**src/rtl/run_detect_scheduler_pkg.sv**
```systemverilog
// Shared encodings for the run-detect scheduler: scheduler FSM states,
// bit-run detector states and requester ids.
package run_detect_scheduler_pkg;

    typedef enum logic [1:0] {
        IDLE   = 2'd0,
        SHIFT  = 2'd1,
        REPORT = 2'd2
    } sched_state_t;

    typedef enum logic [2:0] {
        START = 3'd0,
        ZERO1 = 3'd1,
        ONE1  = 3'd2,
        ZERO2 = 3'd3,
        ONE2  = 3'd4
    } det_state_t;

    localparam logic REQ0 = 1'b0;
    localparam logic REQ1 = 1'b1;

endpackage

```
**src/rtl/run_detect_scheduler_bit_run_detector.sv**
```systemverilog
// Serial Mealy detector for three equal bits in a row (000 or 111, overlapping).
// Synchronous clear drops the history between words; enable low holds state.
module bit_run_detector
    import run_detect_scheduler_pkg::*;
(
    input  logic clk,
    input  logic rst,
    input  logic clr,
    input  logic en,
    input  logic din,
    output logic dout
);

    det_state_t state;
    det_state_t next_state;

    // Two-deep run history per polarity; a third equal bit fires the output.
    always_comb begin
        next_state = START;
        case (state)
            START, ONE1, ONE2:   next_state = din ? ((state == START) ? ONE1 : ONE2) : ZERO1;
            ZERO1, ZERO2:        next_state = din ? ONE1 : ZERO2;
            default:             next_state = START;
        endcase
    end

    assign dout = ((state == ZERO2) && !din) || ((state == ONE2) && din);

    always_ff @(posedge clk or posedge rst) begin
        if (rst) begin
            state <= START;
        end else if (clr) begin
            state <= START;
        end else if (en) begin
            state <= next_state;
        end
    end

endmodule

```
**src/rtl/run_detect_scheduler.sv**
```systemverilog
// Round-robin shares one serial bit-run detector between two word requesters
// and returns the per-word detection count on a valid/ready result channel.
module run_detect_scheduler
    import run_detect_scheduler_pkg::*;
#(
    parameter int DATA_W = 8,
    parameter int CNT_W  = 4
) (
    input  logic              clk,
    input  logic              rst,
    input  logic              req0_valid,
    input  logic [DATA_W-1:0] req0_data,
    output logic              req0_ready,
    input  logic              req1_valid,
    input  logic [DATA_W-1:0] req1_data,
    output logic              req1_ready,
    output logic              res_valid,
    input  logic              res_ready,
    output logic              res_id,
    output logic [CNT_W-1:0]  res_count,
    output logic              busy,
    output logic              det_pulse
);

    localparam int IDX_W = $clog2(DATA_W);
    localparam logic [IDX_W-1:0] LAST_IDX = IDX_W'(DATA_W - 1);

    sched_state_t      state;
    logic [DATA_W-1:0] shift_reg;
    logic [IDX_W-1:0]  bit_idx;
    logic              last_grant;
    logic              grant;
    logic              any_valid;
    logic              accept;
    logic              det_out;

    // On a tie the requester that did not win last time gets the grant.
    always_comb begin
        grant = REQ0;
        if (req0_valid && req1_valid) begin
            grant = ~last_grant;
        end else if (req1_valid) begin
            grant = REQ1;
        end
    end

    assign any_valid  = req0_valid || req1_valid;
    assign accept     = (state == IDLE) && any_valid;
    assign req0_ready = accept && (grant == REQ0);
    assign req1_ready = accept && (grant == REQ1);
    assign det_pulse  = det_out && (state == SHIFT);

    bit_run_detector u_detector (
        .clk  (clk),
        .rst  (rst),
        .clr  (accept),
        .en   (state == SHIFT),
        .din  (shift_reg[DATA_W-1]),
        .dout (det_out)
    );

    always_ff @(posedge clk or posedge rst) begin
        if (rst) begin
            state      <= IDLE;
            shift_reg  <= '0;
            bit_idx    <= '0;
            last_grant <= REQ1;
            res_id     <= REQ0;
            res_count  <= '0;
            res_valid  <= 1'b0;
            busy       <= 1'b0;
        end else begin
            case (state)
                IDLE: begin
                    if (accept) begin
                        shift_reg  <= (grant == REQ1) ? req1_data : req0_data;
                        res_id     <= grant;
                        last_grant <= grant;
                        res_count  <= '0;
                        bit_idx    <= '0;
                        busy       <= 1'b1;
                        state      <= SHIFT;
                    end
                end
                SHIFT: begin
                    res_count <= res_count + CNT_W'(det_out);
                    shift_reg <= {shift_reg[DATA_W-2:0], 1'b0};
                    bit_idx   <= bit_idx + IDX_W'(1);
                    if (bit_idx == LAST_IDX) begin
                        res_valid <= 1'b1;
                        state     <= REPORT;
                    end
                end
                REPORT: begin
                    if (res_ready) begin
                        res_valid <= 1'b0;
                        busy      <= 1'b0;
                        state     <= IDLE;
                    end
                end
                default: begin
                    res_valid <= 1'b0;
                    busy      <= 1'b0;
                    state     <= IDLE;
                end
            endcase
        end
    end

endmodule

```
**config.mk**
```make
export PLATFORM = sky130hd
export DESIGN_NAME = run_detect_scheduler
export DESIGN_NICKNAME = d
export VERILOG_FILES = /design/src/rtl/run_detect_scheduler_pkg.sv /design/src/rtl/run_detect_scheduler_bit_run_detector.sv /design/src/rtl/run_detect_scheduler.sv
export SDC_FILE = /design/constraint.sdc
export NUM_CORES = 1
export LEC_CHECK = 0
export CAP_MARGIN = 20
export CELL_PAD_IN_SITES_DETAIL_PLACEMENT = 1
export CELL_PAD_IN_SITES_GLOBAL_PLACEMENT = 1
export CORE_MARGIN = 3
export CORE_UTILIZATION = 33
export DETAILED_ROUTE_END_ITERATION = 7
export HOLD_SLACK_MARGIN = 0.12
export PLACE_DENSITY = 0.83
export SYNTH_ARGS = -nofsm -noshare
export SYNTH_HDL_FRONTEND = slang
export SYNTH_SLANG_ARGS = --single-unit
```
**constraint.sdc**
```tcl
create_clock -name clk -period 1.3 [get_ports clk]
set_input_delay 0.26 -clock clk [delete_from_list [all_inputs] [get_ports clk]]
set_output_delay 0.26 -clock clk [all_outputs]
set_load 0.01 [all_outputs]
```
==> summary.md, run 1 <==
| Metric | Value |
|---|---|
| Outcome | `complete, but fails checks` |
| Violated checks | `negative setup slack` |
| Worst EP required | `between 1 and 1.5 ns` |
| 1st-pass router iterations | `3` |
| Tmin final | `1.50 ns` |
| Worst skew pair latency | `approximately 0.27 ns` |
| Synth Net Count | `approximately 150` |
| HPWL after DPL | `between 2000 and 3000 um` |
| Worst reg2reg setup slack | `-0.20 ns` |
| Commonest non-fill, non-tap cell in the layout | `buf_4` |
| Number of global-route vias before repair | `1,442` |
| Root Driver | `clkbuf_8` |
| Fin Hold WS | `roughly 0.3 ns` |
| Nature of the critical path endpoint | `output port` |
| Most frequent cells in the layout | `29 x buf_4, 22 x dfrtp_1, 19 x nand2_1, 18 x clkdlybuf4s50_1, 11 x inv_1` |
| Die Ht | `68.2 um` |
| Row count | `21` |
| Seq/Total Area, Yosys | `47.2%` |
| Total power | `4.74 mW` |
| Clock tree buffer depth | `2` |
| Ports | `31` |
| Area growth syn-to-layout | `67.4%` |
| CP Max Fanout | `3` |
| Die area | `~4600 um2` |
| Fin crit share | `116%` |
| Ys async rst share | `100%` |
| Placed cell count | `between 200 and 250` |
| Clock Pin Slew Worst Setup and Hold Paths | `0.09 ns` |
| VDD IR max | `1200 uV` |
| Seq cells post-synth | `24` |
| Rel. slew slack | `between 80% and 90%` |
| Synthesized cell area | `between 1000 and 1500 um2` |
| Largest net degree at the start of global routing | `25` |
| Via count | `roughly 1,300` |
| Top_reg_cell synth | `dfrtp_1` |
| Final #Nets | `approximately 220` |
| Ant diodes | `0` |
| Initial DRC count | `21` |
| Leakage power | `roughly 1 nW` |
| Vias per std cell | `just over 5` |
| FMAX | `~0.67 GHz` |
| Cell Count, Final, Fillers Out | `241` |
| Critical Path Source Type | `flop` |
| Routed wire per std cell | `between 15 and 20 um` |
| Synth Instances | `approximately 130` |
| Initial Util | `36.2%` |
| WL final | `4580 um` |
| Critical Path AT | `1.24 ns` |
| Routability congestion estimate from global placement | `approximately 0.73` |
| Post-route antenna net violation count | `0` |
| EDFF count, synth | `0` |
| Fillers | `382` |
| GRT overflow | `0` |
| Power Density | `~2200 nW/um2` |
| Layout cells sized above 1 | `approximately two fifths` |
| # DRC | `0` |
| Critical R2R Launch | `u_detector.state[0]$_DFFE_PP0P_` |
| Setup Crit Path Kind | `reg -> out` |
| M3 GR Usage | `approximately 4.3%` |
| Final WS setup | `-0.203 ns` |
| Clk sink count | `24` |
| Clk_skew | `0.00491 ns` |
| Worst-case reg-to-reg path depth | `8` |
| GRT Overall Usage | `20.9%` |
| Final Core Density | `60.7%` |
| CTS H-tree depth | `1` |
| Unrepaired setup endpoints after global routing | `true` |
| Met2 GRT Util | `a little under 40%` |
| Ys Warns | `0` |
| IO Port Bufs | `30` |
| Flip-flop count of the largest register after layout | `8` |
| Layer with the highest usage | `met2` |
| Max-cap violations | `0` |
| Slew @ Worst Pin | `between 0.2 and 0.3 ns` |
| GR Util met1 | `between 20% and 30%` |
| Avg Cell Area, Syn | `about 10 um2` |
| Final hold vios | `0` |
| Antenna violations before repair | `0` |
| Final Max Tran Viols | `0` |
| Setup violators final | `21` |
| First-pass GRT wire length | `roughly 7000 um` |
| Worst r2r dst | `res_count[2]$_DFFE_PP0P_` |
| Die width | `roughly 68 um` |
| Num CTS Buffers | `3` |
| CTS tree | `done` |
| Core footprint | `3520 um2` |
| Dpl ws | `-0.652 ns` |
| Hold crit path type | `in -> async` |
| Yosys cell types | `29` |
[worst max-delay path by stage]
stage	end	from	cells past startpoint
floorplan	req0_ready	state[0]$_DFFE_PP0P_	4
global placement	req1_ready	req1_valid	4
detailed placement	req1_ready	req1_valid	4
CTS	det_pulse	shift_reg[7]$_DFFE_PP0P_	4
global route	res_count[2]$_DFFE_PP0P_	u_detector.state[0]$_DFFE_PP0P_	8
finish	det_pulse	shift_reg[7]$_DFFE_PP0P_	4
[cell families (layout without fill, tap and decap cells)]
group           after synthesis  in the layout  share of synthesized area [%]
buf+inv                      18             85                           7.35
flops                        24             24                           47.2
simple gates                 39             39                           13.9
mux                          10             10                           7.84
fa+ha+maj                     4              4                           3.92
xor+xnor                      1              1                          0.686
compound gates               32             32                           19.1
[layer usage]
metal | part of all wire, % | wire length (um) | vias up
met5 | 0 | 0 | -
li1 | - | - | 584
met3 | 3.0 | 137 | 17
met1 | 36 | 1660 | 617
met2 | 57 | 2590 | 33
met4 | 4.0 | 183 | 0
[synthesized netlist by cell type, types with 2 or more instances]
| cell type | n | area share, % |
|---|---|---|
| dfrtp_1 | 23 | 45 |
| nand2_1 | 22 | 6.5 |
| inv_1 | 12 | 3.5 |
| mux2i_1 | 10 | 7.8 |
| o21ai_1 | 8 | 3.1 |
| o21ai_0 | 6 | 2.4 |
| o221ai_2 | 6 | 7.1 |
| buf_4 | 5 | 2.9 |
| a21oi_1 | 4 | 1.6 |
| ha_1 | 4 | 3.9 |
| nor2_1 | 4 | 1.2 |
| nand3_1 | 3 | 1.2 |
| nand4_1 | 3 | 1.5 |
| nand2b_1 | 2 | 0.98 |
| nor2b_1 | 2 | 0.98 |
[repair_timing]
item | CTS | global route
buffers inserted | 12 | 2
pin swaps | 15 | 5
resized for setup | 57 | 7
hold buffers | 0 | 0
hold endpoints to repair | 0 | 0
endpoints found under the setup margin | 28 | 22
[metrics by stage]
stage               instance area (um2)  setup TNS, ns
finish                             2140          -2.54
detailed placement                 1790         -10.34
floorplan                          1280              0
CTS                                2090          -1.92
global route                       2140          -3.42
global placement                   1790          -8.70
[worst max-delay path: stages (launching register included)]
cell,delay (ns)
dfrtp_1,0.40
nor2b_4,0.17
nand3_2,0.10
a21oi_2,0.15
buf_2,0.14
[area by class of cell]
class                           instances  area (um2)  area share [%]
Tap cell                               46        57.6            2.69
Inverter                               12        45.0            2.11
Timing Repair Buffer                   69         619            29.0
Sequential cell                        24         603            28.2
Multi-Input combinational cell         86         739            34.6
Clock buffer                            3        41.3            1.93
Clock inverter                          1        30.0            1.41
[where the power goes]
| group | internal (mW) | switching (mW) | total [mW] | leakage, nW |
|---|---|---|---|---|
| registers | 1.07 | 0.226 | 1.30 | 0.294 |
| clock network | 0.412 | 0.258 | 0.671 | 0.0357 |
| logic | 1.38 | 1.40 | 2.78 | 0.657 |
(Power assumes the default switching activity.)
==> run 2, diff against run 1 <==
--- a/config.mk
+++ b/config.mk
@@ -11,7 +11,7 @@
 export CORE_MARGIN = 3
 export CORE_UTILIZATION = 33
 export DETAILED_ROUTE_END_ITERATION = 7
-export HOLD_SLACK_MARGIN = 0.12
+export HOLD_SLACK_MARGIN = 0.15
 export PLACE_DENSITY = 0.83
 export SYNTH_ARGS = -nofsm -noshare
 export SYNTH_HDL_FRONTEND = slang
==> results of run 2 <==
Final layout, timing and power as in run 1 (identical DEF).
